[src/rtl/gate_bist_pkg.sv]
// gate_bist_pkg: shared state encoding and golden truth table for the gate-block self-test
package gate_bist_pkg;
    typedef enum logic [1:0] {IDLE, RUN, DONE} state_t;
    localparam int NUM_VEC = 4;
    localparam logic [5:0] GOLDEN [0:NUM_VEC-1] = '{6'b101100, 6'b010110, 6'b010110, 6'b100011};
endpackage

[src/rtl/gate_golden.sv]
// gate_golden: expected Y5..Y0 of the basic-gate block for a given {A,B} vector
module gate_golden
    import gate_bist_pkg::*;
(
    input  logic [1:0] vec,
    output logic [5:0] golden
);
    assign golden = GOLDEN[vec];
endmodule

[src/rtl/gate_bist.sv]
// gate_bist: sweeps the 2-bit truth table onto the gate block and checks its six outputs
module gate_bist
    import gate_bist_pkg::*;
#(
    parameter int SETTLE_CYCLES = 2
) (
    input  logic       clk,
    input  logic       rst,
    input  logic       start,
    input  logic [5:0] y_in,
    output logic       a_out,
    output logic       b_out,
    output logic       busy,
    output logic       done,
    output logic       pass,
    output logic [1:0] fail_vec,
    output logic [5:0] fail_mask,
    output logic [2:0] mism_cnt
);
    localparam int CW = $clog2(SETTLE_CYCLES + 1);
    state_t state, state_n;
    logic [CW-1:0] cnt;
    logic [1:0] idx;
    logic [5:0] golden, mm;
    logic sample, accept, last;
    gate_golden u_golden (.vec(idx), .golden(golden));
    assign accept = state == IDLE && start;
    assign sample = state == RUN && cnt == CW'(SETTLE_CYCLES - 1);
    assign last = idx == 2'(NUM_VEC - 1);
    assign mm = y_in ^ golden;
    assign busy = state == RUN;
    assign done = state == DONE;
    assign a_out = busy & idx[1];
    assign b_out = busy & idx[0];
    always_ff @(posedge clk)
        state <= rst ? IDLE : state_n;
    always_comb begin
        state_n = state;
        state_n = accept ? RUN : (sample && last) ? DONE : (state == DONE) ? IDLE : state;
    end
    always_ff @(posedge clk) begin
        if (rst) begin
            cnt <= '0;
            idx <= '0;
            pass <= 1'b0;
            fail_vec <= '0;
            fail_mask <= '0;
            mism_cnt <= '0;
        end else if (accept) begin
            cnt <= '0;
            idx <= '0;
            pass <= 1'b0;
            fail_vec <= '0;
            fail_mask <= '0;
            mism_cnt <= '0;
        end else if (busy) begin
            cnt <= sample ? '0 : cnt + 1'b1;
            if (sample) begin
                idx <= idx + 1'b1;
                if (mm != '0) begin
                    mism_cnt <= mism_cnt + 1'b1;
                    if (mism_cnt == '0) begin
                        fail_vec <= idx;
                        fail_mask <= mm;
                    end
                end
                // pass is settled on the edge entering DONE so it is valid with the done pulse
                if (last)
                    pass <= mism_cnt == '0 && mm == '0;
            end
        end
    end
endmodule
[config.mk]
export PLATFORM = sky130hd
export DESIGN_NAME = gate_bist
export DESIGN_NICKNAME = d
export VERILOG_FILES = /design/src/rtl/gate_bist_pkg.sv /design/src/rtl/gate_golden.sv /design/src/rtl/gate_bist.sv
export SDC_FILE = /design/constraint.sdc
export NUM_CORES = 1
export LEC_CHECK = 0
export BUFFER_PORTS_ARGS = -buffer_cell sky130_fd_sc_hd__buf_2
export CAP_MARGIN = 20
export CORE_MARGIN = 5
export CORE_UTILIZATION = 45
export CTS_CLUSTER_DIAMETER = 150
export DETAILED_ROUTE_END_ITERATION = 6
export PLACE_DENSITY = 0.67
export SYNTH_ARGS = -nofsm -noshare
export SYNTH_HDL_FRONTEND = slang
export SYNTH_SLANG_ARGS = --single-unit
export TNS_END_PERCENT = 5
[constraint.sdc]
create_clock -name clk -period 2.5 [get_ports clk]
set_input_delay 0.5 -clock clk [delete_from_list [all_inputs] [get_ports clk]]
set_output_delay 0.5 -clock clk [all_outputs]
set_load 0.01 [all_outputs]
==> qor_table.md, run 1 <==
| Stage | Metric | Reported |
| --- | --- | --- |
| sta | Least setup slack across all paths after layout | 0.5402 ns |
| floorplanning | I/O pin total | 25 |
| placement | Placement Setup Slack | 0.5625 ns |
| worst setup path | Reg-to-reg slack, setup | 0.54 ns |
| global route | Met3 demand-to-capacity share in global routing | 2.982% |
| cts | Clock latency reported for the late side of the worst-skew pair | 0.30 ns |
| global route | Grt ovf | 0 |
| worst setup path | Maximum fanout along the worst path | 6 |
| sta | Total of endpoints with negative setup slack in the final report | 0 |
| drt | Drt pass-1 iters | 4 |
| layout | ANT cells | 0 |
| synthesis | Post-synth top area share | 37.02% |
| synthesis | Number of warning messages in the yosys log | 0 |
| hold path | Hold wc startpoint | rst |
| global route | Via count of the first global-routing pass | 742 |
| drt | Vias/cell | 5.075 |
| worst setup path | Worst setup SP type | flip-flop |
| worst setup path | Timing startpoint of the critical path | idx[0]$_SDFFE_PP0P_ |
| cts | CTS Buf Count | 3 |
| synthesis | Main flop type after synthesis | dfxtp_1 |
| hold path | Hold path depth | 2 |
| sta | Fin crit share | 78.39% |
| worst setup path | Endpoint kind of the worst setup timing path | flip-flop |
| sta | Unrepaired setup endpoints after global routing | no |
| sta | Sum of negative setup slack | 0 ns |
| global route | GRT Util Overall | 12.46% |
| sta | Relative slew slack | 52.21% |
| drt | Drt first-iter violations | 15 |
| floorplanning | Overall die area | 3193 µm² |
| synthesis | Post-synthesis sequential area ratio | 37.02% |
| global route | First-pass GRT wire length | 3.215 mm |
| synthesis | Syn avg cell area | 9.013 µm² |
| sta | Transition time of the tightest slew-check pin | 0.7161 ns |
| sta | Final hold violations | 0 |
| synthesis | Number of synthesized flops with an enable pin | 0 |
| hold path | Type of the worst min-delay path | input port to flip-flop |
| power | Largest voltage drop on the vdd net | 254.9 µV |
| cts | Hold buffer count at cts | 0 |
| synthesis | Most instantiated cells after synthesis | nand2_1, dfxtp_1 |
| power | Power density of the placed cells | 475.7 nW/µm² |
| floorplanning | Initial Utilization | 48.63% |
| synthesis | Fraction of registers with async set/reset | 0% |
| drt | Vias after detailed routing | 807 |
| drt | WL final | 1.908 mm |
| cts | Count of buffers added by post-CTS timing repair for setup | 0 |
| worst setup path | Critical path type | flip-flop to flip-flop |
| floorplanning | Horizontal extent of the die | 56.51 µm |
| layout | Layout overhead on the synthesized area | 15.68% |
| drt | Drc violations | 0 |
| worst setup path | Arrival time reported for the critical path endpoint | 2.17 ns |
| floorplanning | Die extent in y | 56.51 µm |
| cts | Clock tree buffer depth | 2 |
| cts | CTS tree | yes |
| layout | Fill cell total of the finished layout | 192 |
| synthesis | Library cell with the highest instance count after synthesis | nand2_1 |
| synthesis | Unique cell type count in the Yosys netlist | 32 |
| placement | Number of buffers inserted by port buffering | 24 |
| worst setup path | Data required time of the worst path | 2.71 ns |
| cts | Gates resized, CTS repair | 0 |
| layout | Net count of the finished layout | 148 |
| layout | Fraction of final layout cells sized beyond drive strength 1 | 26.52% |
| worst setup path | FF-to-FF End | mism_cnt[1]$_SDFFE_PP0P_ |
| cts | Root buffer cell | clkbuf_4 |
| synthesis | Area of the mapped netlist | 973.4 µm² |
| global route | Antenna violations before repair | 0 |
| placement | Weighted congestion at the end of routability-driven global placement | 0.7438 |
| layout | Post-layout util | 56.25% |
| sta | Maximum clock skew at final layout | 0.008880 ns |
| global route | Layer with the highest usage | met2 |
| sta | Upper clock frequency limit | 510.3 MHz |
| floorplanning | Placement row count | 16 |
| synthesis | Biggest area contributors in the synthesized netlist | dfxtp_1, ha_1, nand2_1 |
| drt | Antenna-violating nets left | 0 |
| synthesis | Synthesized instance count | 108 |
| floorplanning | Area inside the core boundary | 2002 µm² |
| hold path | End point of the worst hold path | state[0]$_SDFFE_PP0P_ |
| placement | DPL Wire Length | 1.448 mm |
| sta | Fin crit period | 1.960 ns |
| synthesis | Number of storage elements in the synthesis netlist | 18 |
| global route | Global routing usage on met1 | 15.15% |
| outcome | Run status | complete, no violations |
| synthesis | Cell taking the most area after synthesis | dfxtp_1 |
| sta | Hold WS | 0.3924 ns |
| placement | Total instance count after detailed placement | 155 |
| layout | Number of cells in the finished layout apart from fillers | 159 |
| worst setup path | Worst Reg-to-Reg Cells | 6 |
| flow run | # Max-Cap Violations | 0 |
| cts | Level count of the clock H-tree | 1 |
| synthesis | Synth Net Count | 123 |
| global route | Largest net degree at the start of global routing | 20 |
| power | Leakage power summed over all cells | 0.4835 nW |
| sta | Count of pins over their slew limit | 0 |
| cts | # clock sinks | 18 |
| cts | Clock slew at the register clock pins of the worst setup and hold paths | 0.11 ns |
| worst setup path | Reg-to-reg startpoint | idx[0]$_SDFFE_PP0P_ |
| global route | Met2 layer usage reported by global route | 20.79% |
| drt | WL per Instance | 12.00 µm |
-- cell usage in the layout, fill, tap and decap left out --
cell,count
nand2b_1,1
buf_2,24
nand3_1,4
and3_1,2
and2b_2,2
clkbuf_8,1
nor2_1,6
xnor2_1,5
nand3b_1,1
nor2_2,1
ha_1,6
a21oi_1,6
and4bb_1,1
xor2_1,3
o31a_1,1
and2_4,1
or2_2,1
o22ai_1,2
nand4b_1,1
dfxtp_1,18
nand2_1,20
clkbuf_4,3
nor3b_1,1
mux2i_1,6
o21ai_1,1
a21boi_4,1
inv_1,4
a21boi_0,1
nor4_4,1
nor2b_1,1
and2_1,2
or3_1,1
o21ai_0,3
-- worst max-delay path, cell delays in order (launching register included) --
cell	delay (ns)
dfxtp_1	0.44
inv_1	0.09
ha_1	0.39
nand2_1	0.07
o22ai_1	0.46
o22ai_1	0.17
o31a_1	0.26
-- routing by layer --
| layer | vias to the layer above | share of wire (%) |
|---|---|---|
| li1 | 406 | - |
| met4 | 0 | 1.0 |
| met3 | 4 | 6.8 |
| met5 | - | 0 |
| met2 | 22 | 47 |
| met1 | 375 | 45 |
-- per-stage QoR --
| step | total power [mW] | instance area (µm²) |
|---|---|---|
| 6_report | 0.5357 | 1126 |
| 5_1_grt | 0.5576 | 1126 |
| 4_1_cts | 0.5381 | 1126 |
| 3_5_place_dp | 0.3568 | 1090 |
| 3_3_place_gp | 0.3560 | 1090 |
| 2_1_floorplan | 0.3426 | 973.4 |
-- registers in the layout, indices dropped and copies added (netlist names) --
signal	count
fail_mask	6
mism_cnt	3
cnt	2
fail_vec	2
idx	2
state	2
pass	1
-- logic make-up (layout without fill, tap and decap cells) --
logic type	after synthesis	in the layout	synth area share [%]
buffers and inverters	8	32	5.397
adders and majority gates	6	6	7.712
DFF	18	18	37.02
muxes	6	6	6.170
xor gates and xnor gates	8	8	7.198
and+or+nand+nor	47	47	26.48
AOI/OAI and AO/OA	15	15	10.03
-- how the worst max path moves through the flow --
stage                                          end  cells after the start
after floorplan           mism_cnt[1]$_SDFFE_PP0P_                      6
after global placement    mism_cnt[1]$_SDFFE_PP0P_                      6
after detailed placement  mism_cnt[1]$_SDFFE_PP0P_                      6
after CTS                 mism_cnt[1]$_SDFFE_PP0P_                      6
after global routing      mism_cnt[1]$_SDFFE_PP0P_                      6
final                     mism_cnt[1]$_SDFFE_PP0P_                      6
-- where the power goes --
part | switching (mW) | internal [mW] | total, mW
Combinational | 0.0330 | 0.0223 | 0.0553
Clock | 0.0973 | 0.0888 | 0.186
Sequential | 0.00364 | 0.291 | 0.294
Total | 0.134 | 0.402 | 0.536
-- final cells by class --
| class | instances | area, µm² | share of cell area (%) |
|---|---|---|---|
| multi-input cells | 82 | 560.5 | 49.78 |
| flip-flops and latches | 18 | 360.3 | 32.00 |
| repair buffers | 24 | 120.1 | 10.67 |
| clock buffers | 4 | 36.28 | 3.222 |
| well taps | 27 | 33.78 | 3.000 |
| inverters | 4 | 15.01 | 1.333 |
No activity file was read; power rests on OpenSTA's default activity.
==> inputs of run 2 (changes only) <==
--- a/config.mk
+++ b/config.mk
@@ -11,7 +11,7 @@
 export CORE_UTILIZATION = 45
 export CTS_CLUSTER_DIAMETER = 150
 export DETAILED_ROUTE_END_ITERATION = 6
-export PLACE_DENSITY = 0.67
+export PLACE_DENSITY = 0.69
 export SYNTH_ARGS = -nofsm -noshare
 export SYNTH_HDL_FRONTEND = slang
 export SYNTH_SLANG_ARGS = --single-unit
==> constraint.sdc (replaced) <==
create_clock -name clk -period 1.8 [get_ports clk]
set_input_delay 0.36 -clock clk [delete_from_list [all_inputs] [get_ports clk]]
set_output_delay 0.36 -clock clk [all_outputs]
set_load 0.01 [all_outputs]
==> run 2 against run 1 <==
  * Non-clock buffer count rose by 6
  * Global-route usage increased by 0.071 points
  * First-iteration DRC count shrank 13%
  * Critical path depth rose by 1
  * Register-to-register slack worse by 0.46 ns
  * Die area stayed put
==> qor_table.md, run 2 (synthesis gave the netlist of run 1 again) <==
| Stage | Metric | Reported | Delta |
| --- | --- | --- | --- |
| layout | Net count of the finished layout | 154 | +4.1% |
| worst setup path | Slowest cell delay on critical path | 0.37 ns | -0.09 ns |
| worst setup path | Maximum fanout along the worst path | 5 | -1 |
| layout | Most common library cell in the layout ignoring fill and taps | buf_2 |  |
| drt | Vias/cell | 4.963 | -2.2% |
| sta | Final hold violations | 0 | unchanged |
| layout | Number of cells in the finished layout apart from fillers | 164 | +3.1% |
| cts | Root buffer cell | clkbuf_4 |  |
| drt | Drc violations | 0 | unchanged |
| layout | Layout overhead on the synthesized area | 20.69% |  |
| sta | Hold WS | 0.2641 ns | -0.1283 ns |
| cts | CTS tree | yes |  |
| drt | Routed length on met3 | 130 µm | +0.78% |
| worst setup path | Worst setup SP type | flip-flop |  |
| cts | CTS Buf Count | 3 | unchanged |
| power | Power density of the placed cells | 585.8 nW/µm² | +23% |
| worst setup path | Arrival time reported for the critical path endpoint | 1.94 ns | -0.23 ns |
| sta | Total of endpoints with negative setup slack in the final report | 0 | unchanged |
| placement | Weighted congestion at the end of routability-driven global placement | 0.7237 | -2.7% |
| layout | Final instance area | 1175 µm² | +4.3% |
| drt | Detailed-route wire length on metal 1 | 852 µm | -1.7% |
| worst setup path | Slowest stage cell, crit path | dfxtp_2 |  |
| sta | Fin crit period | 1.716 ns | -0.2443 ns |
| drt | Antenna-violating nets left | 0 | unchanged |
| global route | First-pass GRT wire length | 3.187 mm | -0.87% |
| sta | Count of pins over their slew limit | 0 | unchanged |
| sta | Transition time of the tightest slew-check pin | 0.7119 ns | -0.004235 ns |
| power | P_sw | 169.7 µW | +27% |
| hold path | Type of the worst min-delay path | input port to flip-flop |  |
| power | Int Pwr | 518.6 µW | +29% |
| power | Part of the total power dissipated in combinational logic | 12.6% | +2.3 points |
| cts | Clock tree buffer depth | 2 | unchanged |
| power | Part of the total power dissipated in sequential elements | 59.4% | +4.5 points |
| drt | Highest metal used | met4 |  |
| cts | Hold buffer count at cts | 0 | unchanged |
| floorplanning | Overall die area | 3193 µm² | unchanged |
| floorplanning | Die extent in y | 56.51 µm | unchanged |
| worst setup path | Count of buffering cells on the critical path with inverters included | 2 | +1 |
| flow run | # Max-Cap Violations | 0 | unchanged |
| outcome | Run status | complete, no violations |  |
| cts | Clock latency reported for the late side of the worst-skew pair | 0.29 ns | about the same |
| layout | Multi-input gate area | 575.6 µm² | +2.7% |
| power | Share of total power consumed by net switching | 24.65% | -0.35 points |
| global route | Largest net degree at the start of global routing | 20 | unchanged |
| sta | Sum of negative setup slack | 0 ns | unchanged |
| layout | Post-layout util | 58.69% | +2.4 points |
| layout | Register name with the most flops | fail_mask |  |
| worst setup path | Data required time of the worst path | 2.02 ns | -0.69 ns |
| power | Overall power consumption | 688.3 µW | +28% |
| sta | Relative slew slack | 52.49% | +0.28 points |
| power | Largest voltage drop on the vdd net | 583.4 µV | +130% |
| layout | Leading registers by flop count | fail_mask (6), mism_cnt (3) |  |
| floorplanning | I/O pin total | 25 | unchanged |
| worst setup path | Critical path type | flip-flop to flip-flop |  |
| drt | Detailed route wirelength on metal2 | 1.007 mm | +13% |
| sta | Unrepaired setup endpoints after global routing | no |  |
| hold path | Hold wc startpoint | rst |  |
| power | Share of power burned in the clock network | 28.0% | -6.7 points |
| worst setup path | Cell breakdown of the critical path | inv_1, ha_1, xor2_2, nor4_4, buf_4, nand4b_1, a21oi_1 |  |
| layout | Flip-flop count of the largest register after layout | 6 | unchanged |
| layout | Fill cell total of the finished layout | 188 | -2.1% |
| placement | DPL Wire Length | 1.503 mm | +3.8% |
| drt | Drt pass-1 iters | 4 | unchanged |
| floorplanning | Initial Utilization | 48.63% | unchanged |
| layout | Most frequent cells in the layout | buf_2, nand2_1, dfxtp_1 |  |
| floorplanning | Placement row count | 16 | unchanged |
| cts | Clock slew at the register clock pins of the worst setup and hold paths | 0.09 ns | -0.02 ns |
| cts | Level count of the clock H-tree | 1 | unchanged |
| sta | Maximum clock skew at final layout | 0.005359 ns | -0.003520 ns |
| power | Leakage power summed over all cells | 0.5180 nW | +7.1% |
| worst setup path | Largest delay contributor family on the critical path | simple AND/OR/NAND/NOR gates |  |
| drt | WL per Instance | 12.21 µm | +1.8% |
| worst setup path | Timing startpoint of the critical path | idx[0]$_SDFFE_PP0P_ |  |
| global route | Via count of the first global-routing pass | 760 | +2.4% |
| placement | Total instance count after detailed placement | 160 | +3.2% |
| placement | Number of buffers inserted by port buffering | 24 | unchanged |
| global route | Antenna violations before repair | 0 | unchanged |
| layout | Sequential cell area | 362.8 µm² | +0.69% |
| sta | Least setup slack across all paths after layout | 0.08450 ns | -0.4557 ns |
| drt | WL final | 2.003 mm | +5.0% |
| sta | Fin crit share | 95.31% | +17 points |
| drt | Drt first-iter violations | 13 | -2 |
| placement | Placement Setup Slack | 0.02919 ns | -0.5333 ns |
| floorplanning | Horizontal extent of the die | 56.51 µm | unchanged |
| global route | GRT Util Overall | 12.53% | +0.071 points |
| cts | # clock sinks | 18 | unchanged |
| sta | Upper clock frequency limit | 582.9 MHz | +14% |
| layout | Fraction of final layout cells sized beyond drive strength 1 | 32.12% | +5.6 points |
| global route | Grt ovf | 0 | unchanged |
| worst setup path | Reg-to-reg startpoint | idx[0]$_SDFFE_PP0P_ |  |
| floorplanning | Area inside the core boundary | 2002 µm² | unchanged |
| placement | Area after DPL | 1127 µm² | +3.4% |
| worst setup path | Endpoint kind of the worst setup timing path | flip-flop |  |
| layout | ANT cells | 0 | unchanged |
| drt | Vias after detailed routing | 814 | +0.87% |
[run 2: changes by cell type in the layout (fill, tap and decap cells not counted)]
cell,delta
buf_4,+6
dfxtp_1,-2
dfxtp_2,+2
clkbuf_8,-1
xnor2_1,-1
xnor2_2,+1
xor2_1,-1
xor2_2,+1
[run 2: cell type report]
class                           count  share of cell area [%]
Clock buffer                        3                   1.917
Tap cell                           27                   2.875
Multi-Input combinational cell     82                   48.99
Sequential cell                    18                   30.88
Inverter                            4                   1.278
Timing Repair Buffer               30                   14.06
[run 2: repair_timing]
action | CTS | global route
gates resized for setup | 0 | 4
endpoints found under the setup margin | 0 | 10
buffers inserted | 0 | 1
[run 2: routing by layer]
metal | track usage (%) | vias to the layer above
met5 | 0 | -
met1 | 13.43 | 379
met2 | 22.77 | 18
met3 | 5.505 | 2
met4 | 2.034 | 0
li1 | - | 415
[run 2: power by group through the flow]
stage               Sequential [mW]  Clock, mW  Combinational [mW]
floorplan                     0.418          0              0.0581
CTS                           0.409      0.198              0.0832
detailed placement            0.418          0              0.0827
finish                        0.409      0.193              0.0867
global route                  0.409      0.220              0.0939
global placement              0.418          0              0.0806
[run 2: path summary, 6_finish.rpt]
kind                                     to  slack [ns]  cells after the start
hold reg to reg   fail_mask[3]$_SDFFE_PP0P_        0.45                      2
setup reg to reg          pass$_SDFFE_PP0P_        0.08                      7
hold / removal        state[0]$_SDFFE_PP0P_        0.26                      2
setup / recovery          pass$_SDFFE_PP0P_        0.08                      7
==> inputs of run 3 (changes only) <==
--- a/config.mk
+++ b/config.mk
@@ -12,7 +12,10 @@
 export CTS_CLUSTER_DIAMETER = 150
 export DETAILED_ROUTE_END_ITERATION = 6
 export PLACE_DENSITY = 0.69
+export RECOVER_POWER = 25
+export SETUP_SLACK_MARGIN = 0.2
 export SYNTH_ARGS = -nofsm -noshare
 export SYNTH_HDL_FRONTEND = slang
+export SYNTH_HIERARCHICAL = 1
 export SYNTH_SLANG_ARGS = --single-unit
 export TNS_END_PERCENT = 5
==> run 3 against run 2 <==
  * Clock power rose by 9%
  * Die area fell by 0.64%
  * Non-clock buffer count did not move
  * Critical path depth rose by 1
  * Combinational power rose by 15%
  * Fmax fell by 1.8%
  * Clock-buffer cell count rose by 1
  * Flip-flop and latch count did not move
  * Global-route usage rose by 2.5 points
  * Hold slack got worse by 0.033 ns
  * Routed wire length rose by 6.1%
  * Area after synthesis fell by 0.77%
  * Critical path type unchanged
  * Highest routed layer unchanged
==> qor_table.md, run 3 <==
| Stage | Metric | Reported | Delta |
| --- | --- | --- | --- |
| outcome | Run status | complete, no violations |  |
| global route | GRT Util Overall | 15.06% | +2.5 points |
| cts | Level count of the clock H-tree | 1 | unchanged |
| global route | Antenna violations before repair | 0 | unchanged |
| synthesis | Post-synthesis sequential area ratio | 37.31% | +0.29 points |
| layout | Net count of the finished layout | 156 | +1.3% |
| synthesis | Main combinational cell family by area after synthesis | simple AND/OR/NAND/NOR gates |  |
| cts | # clock sinks | 18 | unchanged |
| power | Largest voltage drop on the vdd net | 326.9 µV | -44% |
| layout | Leading registers by flop count | fail_mask (6), mism_cnt (3) |  |
| synthesis | Area of the mapped netlist | 965.9 µm² | -0.77% |
| floorplanning | Initial Utilization | 48.25% | -0.38 points |
| drt | Drt first-iter violations | 8 | -5 |
| sta | Fin crit period | 1.747 ns | +0.03118 ns |
| global route | Via count of the first global-routing pass | 859 | +13% |
| floorplanning | Overall die area | 3173 µm² | -0.64% |
| layout | Number of cells in the finished layout apart from fillers | 166 | +1.2% |
| synthesis | Synth Area in Compound Gates | 8.549% | -1.5 points |
| synthesis | Number of warning messages in the yosys log | 6 | +6 |
| sta | Fin crit share | 97.04% | +1.7 points |
| synthesis | Mux contribution to synthesized area | 10.36% | +4.2 points |
| floorplanning | Placement row count | 16 | unchanged |
| cts | CTS Buf Count | 3 | unchanged |
| synthesis | Number of synthesized flops with an enable pin | 0 | unchanged |
| flow run | # Max-Cap Violations | 0 | unchanged |
| worst setup path | Most frequent CP cell | buf_4 |  |
| worst setup path | Data required time of the worst path | 1.98 ns | -0.04 ns |
| worst setup path | Critical path type | flip-flop to flip-flop |  |
| cts | Root buffer cell | clkbuf_4 |  |
| power | Leakage power summed over all cells | 0.5389 nW | +4.0% |
| floorplanning | Die extent in y | 56.33 µm | -0.32% |
| cts | Clock tree buffer depth | 2 | unchanged |
| floorplanning | I/O pin total | 25 | unchanged |
| sta | Final hold violations | 0 | unchanged |
| placement | Weighted congestion at the end of routability-driven global placement | 0.7516 | +3.9% |
| synthesis | Biggest area contributors in the synthesized netlist | dfxtp_1, mux2i_1, nand2_1 |  |
| worst setup path | Endpoint kind of the worst setup timing path | flip-flop |  |
| global route | Grt ovf | 0 | unchanged |
| placement | Number of buffers inserted by port buffering | 24 | unchanged |
| hold path | Type of the worst min-delay path | input port to flip-flop |  |
| cts | Clock latency reported for the late side of the worst-skew pair | 0.30 ns | about the same |
| drt | Antenna-violating nets left | 0 | unchanged |
| synthesis | Most instantiated cells after synthesis | nand2_1, dfxtp_1, mux2i_1 |  |
| synthesis | Fraction of registers with async set/reset | 0% | unchanged |
| worst setup path | Cell breakdown of the critical path | buf_4, ha_4, xor2_2, nor4_4, buf_6, buf_4, a21oi_1, o32ai_1 |  |
| sta | Maximum clock skew at final layout | 0.01810 ns | +0.01274 ns |
| sta | Upper clock frequency limit | 572.5 MHz | -1.8% |
| global route | Met3 demand-to-capacity share in global routing | 3.670% | -1.8 points |
| worst setup path | Slowest stage cell, crit path | dfxtp_4 |  |
| synthesis | Main flop type after synthesis | dfxtp_1 |  |
| global route | Global routing usage on met1 | 16.57% | +3.1 points |
| worst setup path | Largest delay contributor family on the critical path | buffers and inverters |  |
| layout | Most common library cell in the layout ignoring fill and taps | nand2_1 |  |
| drt | Drt pass-1 iters | 4 | unchanged |
| drt | WL final | 2.125 mm | +6.1% |
| layout | Register name with the most flops | fail_mask |  |
| synthesis | Synth Area in Adders | 9.067% | +1.4 points |
| cts | Hold buffer count at cts | 0 | unchanged |
| worst setup path | Maximum fanout along the worst path | 5 | unchanged |
| synthesis | Post-synth top area share | 37.31% | +0.29 points |
| placement | DPL Wire Length | 1.626 mm | +8.2% |
| layout | Flip-flop count of the largest register after layout | 6 | unchanged |
| drt | Vias/cell | 4.819 | -2.9% |
| floorplanning | Area inside the core boundary | 2002 µm² | unchanged |
| layout | Most frequent cells in the layout | nand2_1, buf_2, dfxtp_1 |  |
| cts | CTS tree | yes |  |
| sta | Count of pins over their slew limit | 0 | unchanged |
| synthesis | Cell taking the most area after synthesis | dfxtp_1 |  |
| sta | Total of endpoints with negative setup slack in the final report | 0 | unchanged |
| synthesis | XOR/XNOR Fraction of Synth Area | 7.254% | +0.056 points |
| placement | Total instance count after detailed placement | 157 | -1.9% |
| floorplanning | Horizontal extent of the die | 56.33 µm | -0.32% |
| synthesis | Library cell with the highest instance count after synthesis | nand2_1 |  |
| sta | Transition time of the tightest slew-check pin | 0.6819 ns | -0.02995 ns |
| synthesis | Synthesized instance count | 108 | unchanged |
| layout | Layout overhead on the synthesized area | 36.92% |  |
| cts | Clock slew at the register clock pins of the worst setup and hold paths | 0.11 ns | +0.02 ns |
| drt | WL per Instance | 12.80 µm | +4.8% |
| synthesis | Number of storage elements in the synthesis netlist | 18 | unchanged |
| sta | Hold WS | 0.2306 ns | -0.03348 ns |
| power | Power density of the placed cells | 543.0 nW/µm² | -7.3% |
| worst setup path | Slowest cell delay on critical path | 0.39 ns | +0.02 ns |
| sta | Unrepaired setup endpoints after global routing | yes |  |
| sta | Relative slew slack | 54.49% | +2.0 points |
| worst setup path | Count of buffering cells on the critical path with inverters included | 3 | +1 |
| drt | Drc violations | 0 | unchanged |
| synthesis | Unique cell type count in the Yosys netlist | 26 | -19% |
| synthesis | Synth Net Count | 124 | +0.81% |
| layout | Fill cell total of the finished layout | 178 | -5.3% |
| layout | Fraction of final layout cells sized beyond drive strength 1 | 35.97% | +3.9 points |
| drt | Vias after detailed routing | 800 | -1.7% |
| global route | Met2 layer usage reported by global route | 26.21% | +3.4 points |
| global route | Layer with the highest usage | met2 |  |
| global route | Largest net degree at the start of global routing | 20 | unchanged |
| worst setup path | Worst setup SP type | flip-flop |  |
| layout | ANT cells | 0 | unchanged |
| synthesis | Basic-gate share of the synthesized area counting and, or, nand and nor cells | 22.67% | -3.8 points |
| synthesis | Syn avg cell area | 8.944 µm² | -0.77% |
| worst setup path | Arrival time reported for the critical path endpoint | 1.93 ns | about the same |
| global route | First-pass GRT wire length | 3.726 mm | +17% |
-- run 3: area by class of cell --
class | count | area (µm²) | area share, %
well taps | 27 | 33.78 | 2.554
repair buffers | 30 | 173.9 | 13.15
multi-input cells | 79 | 684.4 | 51.75
flip-flops and latches | 18 | 369.1 | 27.91
inverters | 8 | 35.03 | 2.649
clock buffers | 4 | 26.28 | 1.987
-- run 3: repair_timing --
action / CTS / global route
setup buffers: 4 / 1
gates resized for setup: 1 / 4
pin swaps: 2 / 8
setup endpoints to repair: 14 / 15
-- run 3: report_power, final --
group,switching [mW],total (mW),internal (mW),leakage [nW]
sequential,0.00590,0.407,0.401,0.147
combinational,0.0564,0.100,0.0440,0.377
clock,0.125,0.211,0.0860,0.0150
-- run 3: per-layer routing --
metal	routed length, µm	vias to the layer above
met4	57	0
li1	-	411
met2	1039	22
met1	910	363
met3	117	4
met5	0	-
-- run 3: logic make-up (layout without fill, tap and decap cells) --
| kind of cell | Yosys count | count (layout) |
|---|---|---|
| AO/OA/AOI/OAI | 11 | 11 |
| XOR/XNOR | 8 | 8 |
| multiplexers | 10 | 10 |
| flip-flops | 18 | 18 |
| adder cells (fa/ha/maj) | 7 | 7 |
| AND/OR/NAND/NOR | 43 | 43 |
| buffers and inverters | 11 | 42 |
-- run 3: through the flow --
step	instance area [µm²]	utilization [%]	setup WS [ns]	power, mW	TNS [ns]
finish	1323	66.06	0.05331	0.7182	0
global placement	1230	61.44	0.08949	0.5052	0
global route	1323	66.06	-0.05027	0.7543	-0.1357
floorplan	1085	-	0.2009	0.4798	0
detailed placement	1230	61.44	0.01192	0.5081	0
CTS	1310	65.44	0.02407	0.7231	0
-- run 3: worst paths after layout --
path | start | end | slack, ns | depth (start not counted)
worst min register to register | pass$_SDFFE_PP0P_ | pass$_SDFFE_PP0P_ | 0.46 | 2
worst max-delay path | idx[0]$_SDFFE_PP0P_ | fail_mask[5]$_SDFFE_PP0P_ | 0.05 | 8
worst max register to register | idx[0]$_SDFFE_PP0P_ | fail_mask[5]$_SDFFE_PP0P_ | 0.05 | 8
worst min-delay path | rst | state[0]$_SDFFE_PP0P_ | 0.23 | 2
